===== src/rtl/display_timing_cfg.sv =====
// display_timing_cfg
//   Runtime-reconfigurable display timing generator. An active timing set
//   drives the x/y counters; a new set is accepted into a shadow register via
//   cfg_valid/cfg_ready and is swapped in only when the last pixel of a frame
//   is reached, so frames are never torn.
// Ports
//   clk_pix, rst_pix       pixel clock, synchronous active-high reset
//   cfg_valid/cfg_ready    timing-set handshake (ready = shadow register free)
//   cfg_h*/cfg_v*/cfg_*pol horizontal/vertical timing and sync polarities
//   cfg_applied            pulse with the first frame pulse of a newly applied set
//   hsync, vsync, de       syncs (with polarity) and data enable
//   frame, line            strobes at first blanking pixel of frame / line
//   sx, sy                 signed screen position, negative in blanking
//   frame_cnt              frames started since reset
module display_timing_cfg #(
  parameter int CORDW   = 16,
  parameter int OUT_LAT = 0,
  parameter int FCW     = 16,
  parameter int D_HRES  = 640,
  parameter int D_HFP   = 16,
  parameter int D_HSYNC = 96,
  parameter int D_HBP   = 48,
  parameter int D_VRES  = 480,
  parameter int D_VFP   = 10,
  parameter int D_VSYNC = 2,
  parameter int D_VBP   = 33,
  parameter int D_HPOL  = 0,
  parameter int D_VPOL  = 0
) (
  input  logic                    clk_pix,
  input  logic                    rst_pix,
  input  logic                    cfg_valid,
  output logic                    cfg_ready,
  input  logic [CORDW-1:0]        cfg_hres,
  input  logic [CORDW-1:0]        cfg_hfp,
  input  logic [CORDW-1:0]        cfg_hsync,
  input  logic [CORDW-1:0]        cfg_hbp,
  input  logic [CORDW-1:0]        cfg_vres,
  input  logic [CORDW-1:0]        cfg_vfp,
  input  logic [CORDW-1:0]        cfg_vsync,
  input  logic [CORDW-1:0]        cfg_vbp,
  input  logic                    cfg_hpol,
  input  logic                    cfg_vpol,
  output logic                    cfg_applied,
  output logic                    hsync,
  output logic                    vsync,
  output logic                    de,
  output logic                    frame,
  output logic                    line,
  output logic signed [CORDW-1:0] sx,
  output logic signed [CORDW-1:0] sy,
  output logic [FCW-1:0]          frame_cnt
);

  typedef struct packed {
    logic [CORDW-1:0] hres, hfp, hsync, hbp;
    logic [CORDW-1:0] vres, vfp, vsync, vbp;
    logic             hpol, vpol;
  } raw_t;

  // Derived positions are stored as two's-complement bit patterns and
  // compared with $signed() where ordering matters.
  typedef struct packed {
    logic [CORDW-1:0] h_sta, hs_sta, hs_end, ha_end;
    logic [CORDW-1:0] v_sta, vs_sta, vs_end, va_end;
    logic             hpol, vpol;
  } tset_t;

  typedef struct packed {
    logic applied, frame, line, de, vsync, hsync;
  } flags_t;

  function automatic tset_t derive(input raw_t r);
    tset_t t;
    t.h_sta  = '0 - (r.hfp + r.hsync + r.hbp);
    t.hs_sta = t.h_sta + r.hfp;
    t.hs_end = t.hs_sta + r.hsync;
    t.ha_end = r.hres - CORDW'(1);
    t.v_sta  = '0 - (r.vfp + r.vsync + r.vbp);
    t.vs_sta = t.v_sta + r.vfp;
    t.vs_end = t.vs_sta + r.vsync;
    t.va_end = r.vres - CORDW'(1);
    t.hpol   = r.hpol;
    t.vpol   = r.vpol;
    return t;
  endfunction

  localparam raw_t DEF_RAW = '{
    hres: CORDW'(D_HRES), hfp: CORDW'(D_HFP), hsync: CORDW'(D_HSYNC), hbp: CORDW'(D_HBP),
    vres: CORDW'(D_VRES), vfp: CORDW'(D_VFP), vsync: CORDW'(D_VSYNC), vbp: CORDW'(D_VBP),
    hpol: (D_HPOL != 0), vpol: (D_VPOL != 0)
  };
  localparam tset_t  DEF_SET = derive(DEF_RAW);
  localparam flags_t FLG_RST = '{applied: 1'b0, frame: 1'b0, line: 1'b0, de: 1'b0,
                                 vsync: !DEF_RAW.vpol, hsync: !DEF_RAW.hpol};

  raw_t             cfg_raw, s_q, s_d;
  tset_t            a_q, a_d;
  logic             pend_q, pend_d;
  logic [CORDW-1:0] x_q, x_d, y_q, y_d;
  logic [CORDW-1:0] sx_q, sy_q;
  logic [FCW-1:0]   fcnt_q;
  logic             applied_q;
  logic             at_hend, last, apply;
  logic             hs_act, vs_act;
  flags_t           flg0;
  flags_t           pipe_q [OUT_LAT+1];

  assign cfg_raw = '{hres: cfg_hres, hfp: cfg_hfp, hsync: cfg_hsync, hbp: cfg_hbp,
                     vres: cfg_vres, vfp: cfg_vfp, vsync: cfg_vsync, vbp: cfg_vbp,
                     hpol: cfg_hpol, vpol: cfg_vpol};

  // Counter advance, handshake and frame-boundary swap. A handshake needs
  // pend_q low and a swap needs it high, so the two never coincide.
  always_comb begin
    at_hend = (x_q == a_q.ha_end);
    last    = at_hend && (y_q == a_q.va_end);
    apply   = last && pend_q;
    s_d     = s_q;
    pend_d  = pend_q;
    a_d     = a_q;
    x_d     = x_q + CORDW'(1);
    y_d     = y_q;
    if (cfg_valid && !pend_q) begin
      s_d    = cfg_raw;
      pend_d = 1'b1;
    end
    if (apply) begin
      a_d    = derive(s_q);
      pend_d = 1'b0;
      x_d    = a_d.h_sta;
      y_d    = a_d.v_sta;
    end else if (at_hend) begin
      x_d = a_q.h_sta;
      y_d = last ? a_q.v_sta : y_q + CORDW'(1);
    end
  end

  // First-stage output flags. applied_q is high exactly on the cycle the
  // counter sits at the origin of a freshly applied set, so it travels
  // alongside the frame strobe.
  always_comb begin
    hs_act       = ($signed(x_q) >= $signed(a_q.hs_sta)) && ($signed(x_q) < $signed(a_q.hs_end));
    vs_act       = ($signed(y_q) >= $signed(a_q.vs_sta)) && ($signed(y_q) < $signed(a_q.vs_end));
    flg0         = '0;
    flg0.applied = applied_q;
    flg0.line    = (x_q == a_q.h_sta);
    flg0.frame   = (x_q == a_q.h_sta) && (y_q == a_q.v_sta);
    flg0.de      = !x_q[CORDW-1] && !y_q[CORDW-1];
    flg0.hsync   = hs_act ~^ a_q.hpol;
    flg0.vsync   = vs_act ~^ a_q.vpol;
  end

  always_ff @(posedge clk_pix) begin
    if (rst_pix) begin
      a_q       <= DEF_SET;
      s_q       <= DEF_RAW;
      pend_q    <= 1'b0;
      x_q       <= DEF_SET.h_sta;
      y_q       <= DEF_SET.v_sta;
      applied_q <= 1'b0;
      sx_q      <= DEF_SET.h_sta;
      sy_q      <= DEF_SET.v_sta;
      fcnt_q    <= '0;
      for (int unsigned i = 0; i <= OUT_LAT; i++) pipe_q[i] <= FLG_RST;
    end else begin
      a_q       <= a_d;
      s_q       <= s_d;
      pend_q    <= pend_d;
      x_q       <= x_d;
      y_q       <= y_d;
      applied_q <= apply;
      sx_q      <= x_q;
      sy_q      <= y_q;
      fcnt_q    <= fcnt_q + FCW'(flg0.frame);
      pipe_q[0] <= flg0;
      for (int unsigned i = 1; i <= OUT_LAT; i++) pipe_q[i] <= pipe_q[i-1];
    end
  end

  assign cfg_ready   = !pend_q;
  assign sx          = sx_q;
  assign sy          = sy_q;
  assign frame_cnt   = fcnt_q;
  assign cfg_applied = pipe_q[OUT_LAT].applied;
  assign hsync       = pipe_q[OUT_LAT].hsync;
  assign vsync       = pipe_q[OUT_LAT].vsync;
  assign de          = pipe_q[OUT_LAT].de;
  assign frame       = pipe_q[OUT_LAT].frame;
  assign line        = pipe_q[OUT_LAT].line;

endmodule


===== config.mk =====
export PLATFORM = sky130hd
export DESIGN_NAME = display_timing_cfg
export DESIGN_NICKNAME = d
export VERILOG_FILES = /design/src/rtl/display_timing_cfg.sv
export SDC_FILE = /design/constraint.sdc
export NUM_CORES = 1
export LEC_CHECK = 0
export ABC_AREA = 1
export BUFFER_PORTS_ARGS = -buffer_cell sky130_fd_sc_hd__buf_2
export CAP_MARGIN = 20
export CORE_UTILIZATION = 40
export DETAILED_ROUTE_END_ITERATION = 7
export GPL_TIMING_DRIVEN = 0
export SETUP_SLACK_MARGIN = 0.05
export SYNTH_ARGS = -nofsm -noshare
export SYNTH_HDL_FRONTEND = slang
export SYNTH_SLANG_ARGS = --single-unit

===== constraint.sdc =====
create_clock -name clk_pix -period 12.1 [get_ports clk_pix]
set_clock_uncertainty 0.1 [all_clocks]
set_input_delay 0 -clock clk_pix [delete_from_list [all_inputs] [get_ports clk_pix]]
set_output_delay 0 -clock clk_pix [all_outputs]
set_load 0.02 [all_outputs]

Yosys cells after proc, flatten, opt, wreduce, memory -nomap -nowiden
Memory sizes are Yosys's and may differ from the RTL's.
Cells that the tools add are included.
- output and inout bits: 55
- RAM bits: 6
- logic and storage cells: 76
- memories: 1
- register bits: 342
- reduce and logical (&&, ||, !) cells: 13
- order comparisons: 4
- bitwise gates (word level): 2
- mux-type cells: 10
- $add $sub $neg: 15
- equal/unequal tests: 4
- memories (name ; words ; width ; read ports ; clocked after memory_dff ; write ports ; RTL line ; text):
    pipe_q ; 1 ; 6 ; 1 ; 0 ; 1 ; 107 ; flags_t pipe_q [OUT_LAT+1];
- operators with widths (cell ; number):
    16-bit adder ; 8
    16-bit 2-to-1 mux ; 5
    16-bit == test ; 4
    16-bit by 1-bit adder with 16-bit output (second input constant) ; 2
    16-bit greater-or-equal comparator ; 2
    16-bit less-than comparator ; 2
    1-bit by 16-bit subtractor with 16-bit output (first input constant) ; 2
    16-bit by 1-bit subtractor with 16-bit output (second input constant) ; 2
    16-bit by 1-bit adder with 16-bit output ; 1
    1-bit logical AND ; 7
    6-bit 2-to-1 mux ; 1
    6-bit OR reduction ; 1
    1-bit 2-to-1 mux ; 4
    1-bit zero test ; 3
    2-bit nonzero test ; 1
    2-bit OR reduction ; 1
    1-bit bitwise XNOR ; 2

Longest topological paths before layout
Gate-level depths: netlist of the first run.
- depth after elaboration: 5
- gate-level depth with buffers: 32
- mapped depth without buffers: 32

Worst setup path before layout of the first run
Ideal clock, no wire load.
- path type: reg-to-reg
- start: register s_q[19] (netlist name)
- end: register a_q[33] (netlist name)
- data required time: 11.891 ns
- stages on the path, launching flop included: 32
- setup slack: 7.475 ns
- path buffers: 0
- arrival: 4.416 ns
- setup time: 0.109 ns
- clock period less this slack: 4.625 ns
- path through: dfxtp_1 > ha_1 > inv_1 > fa_1 > ha_1 > inv_1 > fa_1 > inv_1 > nand2_1 > nand2_1 > nand3_1 > nand2_1 > a21oi_1 > xor2_1 > ha_1 > nand2_1 > nor2_1 > nand3_1 > nand3_1 > nand2_1 > nand2_1 > xor2_1 > ha_1 > a21o_1 > a21oi_1 > o21bai_1 > a21oi_1 > inv_1 > nand2_1 > nand3_1 > nand2_1 > inv_1
- longest elaborated chain between the ends: 5
- ends and longest elaborated chain (item ; RTL line ; text):
    from (decl) ; 97 ; raw_t cfg_raw, s_q, s_d;
    from (signal assigned) ; 157 ; s_q <= DEF_RAW;
    from (signal assigned) ; 168 ; s_q <= s_d;
    16-bit adder (2 in a row) ; 79 ; t.v_sta = '0 - (r.vfp + r.vsync + r.vbp);
    1-bit by 16-bit subtractor with 16-bit output ; 79 ;
    16-bit adder ; 80 ; t.vs_sta = t.v_sta + r.vfp;
    16-bit adder (*) ; 81 ; t.vs_end = t.vs_sta + r.vsync;
    to (signal assigned) ; 156 ; a_q <= DEF_SET;
    to (signal assigned) ; 167 ; a_q <= a_d;
    to (decl) ; 98 ; tset_t a_q, a_d;
Every way passes the cells marked *; elsewhere a longest branch is shown, timed or not.
A chain may end at the register's enable or synchronous reset.

Worst setup path after layout of the first run
- start: register s_q[83] (netlist name)
- end: register a_q[97] (netlist name)
- longest elaborated chain between the ends: 5
- ends and longest elaborated chain (item ; RTL line ; text):
    16-bit adder (2 in a row) ; 75 ; t.h_sta = '0 - (r.hfp + r.hsync + r.hbp);
    1-bit by 16-bit subtractor with 16-bit output ; 75 ;
    16-bit adder ; 76 ; t.hs_sta = t.h_sta + r.hfp;
    16-bit adder (*) ; 77 ; t.hs_end = t.hs_sta + r.hsync;
Marked as above.

==> results of run 1 <==
cells by family (layout without fill, tap and decap cells):
family / count (synthesis) / after routing / share of synthesized area [%]
and+or+nand+nor: 959 / 959 / 19.7
AOI/OAI and AO/OA: 598 / 598 / 16.3
buffers and inverters: 477 / 864 / 9.00
DFF: 348 / 348 / 34.1
adders and majority gates: 228 / 228 / 15.2
xor gates and xnor gates: 131 / 131 / 5.62
other: 0 / 3 / 0
layer usage:
metal | vias to the layer above | routed length, um | part of all wire, % | GRT usage (%)
met5 | - | 0 | 0 | 0
met3 | 120 | 5740 | 8.0 | 5.03
met1 | 9283 | 33300 | 46 | 37.8
met4 | 0 | 2000 | 2.8 | 8.24
met2 | 802 | 30900 | 43 | 42.6
li1 | 9754 | - | - | -
timing repair:
item                      CTS  global route
hold endpoints to repair  134             0
hold buffers              132             0
setup buffers               0             0
stage by stage:
| stage | instances | cell area, um^2 | power (uW) |
|---|---|---|---|
| after floorplan | 2741 | 20400 | 3120 |
| after global placement | 3600 | 22200 | 3690 |
| after detailed placement | 3600 | 22200 | 3720 |
| after CTS | 3800 | 24800 | 5040 |
| after global routing | 3800 | 24800 | 5450 |
| final | 3803 | 24900 | 5080 |
layout make-up:
type / count / area, um^2 / area share, %
clock buffer: 53 / 1150 / 4.63
timing repair buffer: 319 / 2260 / 9.08
inverter: 380 / 1430 / 5.74
clock inverter: 15 / 183 / 0.735
multi-input combinational: 1916 / 11600 / 46.7
buffer: 97 / 412 / 1.66
sequential: 348 / 6970 / 28.0
antenna: 3 / 7.51 / 0.0302
tap: 672 / 841 / 3.38
cells in the mapped netlist (all sizes together):
cell type  number  area [um^2]
fa             34          681
nor3           42          215
buf            33          171
o22a            3         26.3
o221ai          1         8.76
ha            194         2430
nand3b          7         52.6
o2111ai         3         26.3
nor3b           3         22.5
o211ai         28          210
and3            2         12.5
nand2         493         1860
inv           378         1420
a21o            8         60.1
clkinv          2         7.51
clkbuf         64          240
dfxtp         348         6970
a21oi         262         1310
o21bai          6         45.0
o31ai           1         7.51
a31oi          20          125
a31o            2         17.5
o22ai          17          169
nand4          32          200
xor2           92          806
o21a            4         30.0
o21ai         218         1090
nor2          224          851
o221a           2         22.5
a21boi          6         45.0
nor4            7         50.1
nand3         140          713
a22o            1         8.76
xnor2          39          342
a22oi          16          120
or2             9         56.3
critical path, delay by kind of cell, from the launching register on:
| family | cells | cell delay, ns |
|---|---|---|
| fa+ha+maj | 6 | 2.28 |
| xor+xnor | 2 | 0.74 |
| compound gates | 2 | 0.40 |
| buf+inv | 6 | 0.36 |
| flops | 1 | 0.36 |
| simple gates | 14 | 1.48 |
power by group:
group,switching [uW],internal [uW]
clock network,518,751
registers,35.8,1180
logic,1660,936
sequential cells by signal, indices dropped and copies added (netlist names):
| register | cells |
|---|---|
| a_q | 130 |
| applied_q | 1 |
| frame_cnt | 16 |
| s_q | 130 |
| pipe_q | 6 |
| sy | 16 |
| pend_q | 1 |
| x_q | 16 |
| y_q | 16 |
| sx | 16 |
path summary, 6_finish.rpt:
| check | end | cells after the start | slack, ns | from |
|---|---|---|---|---|
| worst max-delay path | a_q[97]$_SDFFE_PP1P_ | 30 | 6.28 | s_q[83]$_SDFFE_PP0P_ |
| worst min-delay path | s_q[53]$_SDFFE_PP0P_ | 4 | 0.08 | cfg_vres[3] |
| worst max register to register | a_q[97]$_SDFFE_PP1P_ | 30 | 6.28 | s_q[83]$_SDFFE_PP0P_ |
| worst min register to register | pipe_q[0][5]$_SDFF_PP0_ | 2 | 0.31 | applied_q$_SDFF_PP0_ |
==> results.yml, run 1 <==
timing:
  setup_viol: 0
  drv_slew: 0
  rsz0062_at_grt: "no"
  max_slew_margin_pct: 27.7
  fin_setup_tns_ns: 0
  tightest_slew_ns: 1.08
  whs_ns: 0.0831
  min_period_ns: 5.82
  post-route-period-util_pct: 48.1
  hold_viol_final: 0
  setup_slack_ns: 6.28
  max_freq_ghz: 0.172
critical_path:
  cp_common_cell: "nand2_1"
  crit_path_end_kind: "flip-flop"
  crit_slowest_cell: "fa_1"
  cp_max_fo: 7
  worstPathRequired_ns: 12.47
  critPathMaxStageDelay_ns: 0.49
  startpoint_type: "flip-flop"
  worst-setup-path-type: "reg -> reg"
  cp.arrival_ns: 6.19
power_and_ir_drop:
  ir_drop_mv: 0.158
  power_density_nw_per_um2: 205
  total_leakage_power_uw: 0.0120
placement:
  dp_slack_ns: 6.41
  dpl.hpwl_um: 55500
  gp_congestion: 0.903
  io_buffers: 187
yosys:
  yosysUniqueCellTypes: 48
  synth_area_per_cell_um2: 7.45
  seq_area_frac_synth_pct: 34.1
  syn_area_um2: 20400
  syn_nets: 3102
  yosysWarnings: 0
  ys_ff_latch: 348
  synth_cells: 2741
route:
  postRouteAntennaNets: 0
  viasPerCell: 5.25
  firstDrtPassIters: 6
  vias: 19959
  drt_iter0_markers: 1497
  wl_um: 71900
  drc: 0
  wl_per_cell_um: 18.9
clock_tree:
  numClockSinks: 348
  cts_tree: "yes"
  clockBufferDepth: 3
  cts.htree.levels: 2
  cts-resized-gates: 0
  clk_latency_ns: 0.57
  cts_buffers: 40
  cts.clk_slew.worst_paths_ns: 0.06
  cts_root_buf: "clkbuf_16"
layout:
  final_common_cell: "nand2_1"
  drive_gt1_share_pct: 10.1
  layout_common_cells: "nand2_1, inv_1, dfxtp_1"
  fin_nets: 3463
  fill_cells: 4949
  fin_util_pct: 49.4
  area_growth_syn_to_layout_pct: 21.7
die:
  ios: 188
  rows: 82
  die_area_um2: 51900
  coreArea_um2: 50300
  initial_core_util_pct: 40.6
  die_h_um: 228
  die_w_um: 228
global_route:
  overflow: 0
  antenna_found_initial: 1
  grt_pass1_wl_um: 110000
  grt_max_degree: 13
  grt_pass1_vias: 19290
  track_usage_pct: 27.2
outcome:
  status: "finished, final reports clean"
hold_path:
  hp-class: "in -> reg"
run:
  timing.max_cap.violations: 0
Power figures use the tool's default switching activity.
==> run 2, diff against run 1 <==
- clock period: 12.1 -> 4.7 ns (I/O delays scaled with it)
==> run 2 against run 1 <==
  * The flow now finishes with violations (setup timing)
  * Via count rose by 4.0%
  * First-iteration DRC count rose by 15%
  * Sequential share of layout area fell by 2.4 points
  * Routed wire length rose by 6.0%
  * Non-clock buffer count rose by 105
  * Critical path depth fell by 1
  * Combinational power rose to 4.4 times the previous value
  * Flip-flop and latch count did not move
  * Count of clock-buffer cells in the layout did not move
  * Cell count rose by 2.7%
  * Power rose to 3.5 times the previous value
  * Global-route usage rose by 0.66 points
  * Critical endpoint is now a_q[29]$_SDFFE_PP1P_
==> results.yml, run 2 (same netlist as run 1, synthesis figures left out) <==
outcome:
  status: "finished, violations left"
  violations: "setup timing"
critical_path:
  cp.arrival_ns: 5.27
  worst-setup-path-type: "reg -> reg"
  crit_slowest_cell: "fa_1"
  critPathMaxStageDelay_ns: 0.48
  startpoint_type: "flip-flop"
  cp_max_fo: 4
  setup.worst_path.start: "s_q[19]$_SDFFE_PP1P_"
  r2r-end: "a_q[29]$_SDFFE_PP1P_"
  endpoint: "a_q[29]$_SDFFE_PP1P_"
  timing.rr.start: "s_q[19]$_SDFFE_PP1P_"
  r2r_cells: 29
  worstPathRequired_ns: 5.10
  r2r_setup_slack_ns: -0.17
  crit_path_end_kind: "flip-flop"
layout:
  fin_nets: 3568
  multiInputGateArea_um2: 13300
  final_common_cell: "nand2_1"
  area_growth_syn_to_layout_pct: 34.2
  drive_gt1_share_pct: 21.1
  layout_common_cells: "nand2_1, inv_1, dfxtp_1"
  finalInstanceArea_um2: 27400
  fill_cells: 4579
  reg_top3: "a_q x130, s_q x130"
  seqCellArea_um2: 7010
  fin_util_pct: 54.5
route:
  wl_per_cell_um: 19.5
  drt_iter0_markers: 1717
  viasPerCell: 5.32
  wl_um: 76200
  postRouteAntennaNets: 0
  firstDrtPassIters: 6
  drc: 0
  vias: 20761
global_route:
  track_usage_pct: 27.9
  grt_pass1_vias: 19868
  overflow: 0
  antenna_found_initial: 1
  grt_pass1_wl_um: 112000
  grt_max_degree: 13
timing:
  max_freq_ghz: 0.205
  drv_slew: 0
  min_period_ns: 4.87
  max_slew_margin_pct: 28.2
  setup_slack_ns: -0.173
  rsz0062_at_grt: "yes"
  hold_viol_final: 0
  post-route-period-util_pct: 104
  tightest_slew_ns: 1.08
  setup_viol: 8
  fin_setup_tns_ns: -0.850
clock_tree:
  cts_buffers: 40
  clockBufferDepth: 3
  cts_root_buf: "clkbuf_16"
  cts.clk_slew.worst_paths_ns: 0.06
  cts_tree: "yes"
  cts.htree.levels: 2
  clk_latency_ns: 0.57
  numClockSinks: 348
die:
  die_area_um2: 51900
  ios: 188
  die_h_um: 228
  coreArea_um2: 50300
  die_w_um: 228
  initial_core_util_pct: 40.6
  rows: 82
placement:
  gp_congestion: 0.903
  io_buffers: 187
  dpl.hpwl_um: 55500
  placed_cell_area_um2: 22200
power_and_ir_drop:
  ir_drop_mv: 0.454
  total_leakage_power_uw: 0.0128
  p_total_uw: 18000
  power_density_nw_per_um2: 656
run:
  timing.max_cap.violations: 0
hold_path:
  hp-class: "in -> reg"
[run 2: final cells by class]
class | instances | area share [%]
multi-input cells | 1916 | 48.5
repair buffers | 424 | 11.2
inverters | 380 | 5.21
clock buffers | 53 | 4.20
plain buffers | 97 | 1.50
clock inverters | 15 | 0.667
well taps | 672 | 3.07
diodes | 1 | 0.00913
flip-flops and latches | 348 | 25.6
[run 2: timing repair]
item | 4_1_cts | 5_1_grt
buffers inserted | 76 | 29
gates resized for setup | 183 | 176
endpoints found under the setup margin | 20 | 19
hold endpoints to repair | 134 | 0
hold buffers | 132 | 0
pin swaps | 85 | 105
[run 2: worst max-delay path: cells and delay by family, from the launching register on]
kind / cells / cell delay (ns)
buffers and inverters: 6 / 0.54
and+or+nand+nor: 12 / 1.22
xor gates and xnor gates: 3 / 0.47
AOI/OAI and AO/OA: 2 / 0.27
DFF: 1 / 0.35
adders and majority gates: 6 / 1.82
[run 2: worst min path at each step]
stage                            start                   end  slack (ns)  depth (start not counted)
after floorplan             cfg_vbp[0]   s_q[2]$_SDFFE_PP1P_        0.03                          2
after global placement    cfg_hsync[1]  s_q[83]$_SDFFE_PP0P_        0.13                          3
after detailed placement   cfg_vres[2]  s_q[52]$_SDFFE_PP0P_        0.13                          3
after CTS                  cfg_vres[2]  s_q[52]$_SDFFE_PP0P_        0.06                          4
after global routing       cfg_vres[3]  s_q[53]$_SDFFE_PP0P_        0.09                          4
final                      cfg_vres[3]  s_q[53]$_SDFFE_PP0P_        0.09                          4
[run 2: power by group]
group / leakage, uW / internal, uW / total (uW) / switching (uW)
clock network: 0.000668 / 1930 / 3260 / 1330
registers: 0.00285 / 3050 / 3150 / 103
logic: 0.00925 / 5270 / 11500 / 6280
total: 0.0128 / 10300 / 18000 / 7710
[run 2: stage by stage]
stage / hold WS, ns / instances / setup slack [ns]
after global placement: 0.126 / 3600 / -0.969
after CTS: 0.0553 / 3876 / -0.0794
after detailed placement: 0.128 / 3600 / -0.986
after global routing: 0.0948 / 3905 / -0.385
after floorplan: 0.0263 / 2741 / 0.0751
final: 0.0851 / 3906 / -0.173
[run 2: routing by layer]
| layer | GRT usage [%] | part of all wire, % | up-vias | wire length [um] |
|---|---|---|---|---|
| li1 | - | - | 9945 | - |
| met2 | 44.1 | 44 | 874 | 33400 |
| met5 | 0 | 0 | - | 0 |
| met4 | 9.14 | 3.4 | 0 | 2570 |
| met1 | 38.2 | 44 | 9786 | 33800 |
| met3 | 4.95 | 8.4 | 156 | 6380 |
==> run 3, diff against run 2 <==
- CTS_BUF_LIST: unset -> sky130_fd_sc_hd__clkbuf_4
==> run 3 against run 2 <==
  * The run still ends with setup timing left
  * First-iteration DRC count grew 9.1%
  * Combinational power grew 5%
  * Flip-flop and latch count did not move
  * Largest power group unchanged
  * Core utilization grew 2.9 points
  * Hold slack worse by 0.00076 ns
  * Via count up 6.9%
  * Sequential power hardly changed
  * Register-to-register slack lost 0.04 ns
  * Count of clock-buffer cells in the layout increased by 88
  * Clock power down 9.5%
==> results.yml, run 3 (same netlist as run 1, synthesis figures left out) <==
outcome:
  status: "finished, violations left"
  violations: "setup timing"
clock_tree:
  clockBufferDepth: 3
  cts.htree.levels: 3
  numClockSinks: 348
  clk_latency_ns: 0.88
  cts_buffers: 97
  cts_root_buf: "clkbuf_4"
  cts.clk_slew.worst_paths_ns: 0.07
  cts_tree: "yes"
critical_path:
  worstPathRequired_ns: 5.32
  r2r_setup_slack_ns: -0.21
  startpoint_type: "flip-flop"
  cp_max_fo: 5
  timing.rr.start: "s_q[19]$_SDFFE_PP1P_"
  critPathMaxStageDelay_ns: 0.48
  crit_slowest_cell: "fa_1"
  crit_path_end_kind: "flip-flop"
  cp.arrival_ns: 5.53
  r2r-end: "a_q[33]$_SDFFE_PP1P_"
  worst-setup-path-type: "reg -> reg"
  r2r_cells: 30
power_and_ir_drop:
  power_switching_uw: 8080
  internal_power_uw: 10200
  pwr-share-clk_pct: 16.2
  p_sw_share_pct: 44.3
  power_density_nw_per_um2: 632
  total_leakage_power_uw: 0.0135
  pwr-share-comb_pct: 66.5
  sequentialPowerShare_pct: 17.3
  ir_drop_mv: 0.417
hold_path:
  hp-class: "in -> reg"
  hold_path_end: "s_q[59]$_SDFFE_PP0P_"
  min_delay_path_depth: 4
  holdCritStartpoint: "cfg_vres[9]"
die:
  die_w_um: 228
  die_h_um: 228
  rows: 82
  die_area_um2: 51900
  coreArea_um2: 50300
  initial_core_util_pct: 40.6
  ios: 188
global_route:
  grt_pass1_vias: 21830
  antenna_found_initial: 5
  grt_max_degree: 15
  grt_pass1_wl_um: 120000
  track_usage_pct: 29.9
  overflow: 0
timing:
  hold_viol_final: 0
  rsz0062_at_grt: "yes"
  min_period_ns: 4.91
  setup_viol: 9
  drv_slew: 0
  max_freq_ghz: 0.204
  fin_setup_tns_ns: -1.34
  post-route-period-util_pct: 105
  setup_slack_ns: -0.214
  max_slew_margin_pct: 26.5
  whs_ns: 0.0844
  tightest_slew_ns: 1.10
layout:
  fin_util_pct: 57.4
  finalInstanceArea_um2: 28900
  fin_cells: 4165
  area_growth_syn_to_layout_pct: 41.4
  final_common_cell: "nand2_1"
  fin_nets: 3779
  reg_top3: "a_q x130, s_q x130"
  layout_common_cells: "nand2_1, inv_1, dfxtp_1"
  drive_gt1_share_pct: 22.3
route:
  vias: 22195
  drc: 0
  viasPerCell: 5.33
  drt_iter0_markers: 1873
  firstDrtPassIters: 6
  wl_per_cell_um: 19.7
  postRouteAntennaNets: 0
  wl_um: 81900
placement:
  dpl.hpwl_um: 55500
  place_inst: 3600
  gp_congestion: 0.903
  io_buffers: 187
  placed_cell_area_um2: 22200
run:
  timing.max_cap.violations: 0
==> run 3: cell types whose count changed in the layout (fill, tap and decap cells not counted), moves of 5 or more <==
cell           delta
clkbuf_4        +141
ha_4              -6
clkbuf_16        -41
nand2_2           +5
buf_4             +9
clkbuf_8          -8
clkinv_2          -8
clkinv_1         +23
a21oi_2           -6
nand2_1           -6
dlygate4sd3_1   +145
==> run 3: what timing repair did <==
item	in CTS	in global routing
hold endpoints to repair	242	0
resized for setup	197	172
pin swaps	94	103
hold buffers	277	0
setup buffers	82	32
endpoints found under the setup margin	20	19
==> run 3: worst max path at each step <==
| stage | end | startpoint | slack [ns] | cells after the start |
|---|---|---|---|---|
| floorplan | a_q[33]$_SDFFE_PP1P_ | s_q[19]$_SDFFE_PP1P_ | 0.08 | 31 |
| global placement | a_q[97]$_SDFFE_PP1P_ | s_q[83]$_SDFFE_PP0P_ | -0.97 | 31 |
| detailed placement | a_q[97]$_SDFFE_PP1P_ | s_q[83]$_SDFFE_PP0P_ | -0.99 | 31 |
| CTS | a_q[96]$_SDFFE_PP1P_ | s_q[83]$_SDFFE_PP0P_ | -0.09 | 31 |
| global route | a_q[96]$_SDFFE_PP1P_ | s_q[90]$_SDFFE_PP0P_ | -0.46 | 27 |
| finish | a_q[33]$_SDFFE_PP1P_ | s_q[19]$_SDFFE_PP1P_ | -0.21 | 30 |
==> run 3: area by class of cell <==
class,instances,area [um^2]
inverter,380,1430
sequential,348,7010
clock inverter,30,203
antenna,3,7.51
clock buffer,141,1060
fill,4473,21400
buffer,97,412
tap,672,841
multi-input combinational,1916,13300
timing repair buffer,578,4590
==> run 3: metal layers <==
layer | GRT usage, % | vias up | part of all wire (%)
li1 | - | 10439 | -
met1 | 39.0 | 10351 | 42
met2 | 47.8 | 1130 | 44
met3 | 5.89 | 273 | 8.6
met4 | 13.2 | 2 | 4.5
met5 | 0 | - | 0.031
==> run 3: metrics by stage <==
step / worst slack (ns) / total power (uW)
2_1_floorplan: 0.0751 / 8020
3_3_place_gp: -0.969 / 9510
3_5_place_dp: -0.986 / 9590
4_1_cts: -0.0866 / 15400
5_1_grt: -0.456 / 19200
6_report: -0.214 / 18200
==> run 3: power by group through the flow <==
stage                     clock (uW)  sequential [uW]  combinational, uW
after floorplan                    0             3170               4850
after detailed placement           0             3200               6390
after CTS                       2980             3140               9290
after global placement             0             3200               6300
final                           2950             3150              12100
after global routing            3150             3160              12900
==> run 3: worst max-delay path: cells and delay by family (launching register included) <==
| kind | cells | cell delay, ns |
|---|---|---|
| xor+xnor | 2 | 0.34 |
| compound gates | 5 | 0.85 |
| flops | 1 | 0.35 |
| fa+ha+maj | 6 | 1.88 |
| buf+inv | 5 | 0.22 |
| simple gates | 12 | 1.02 |
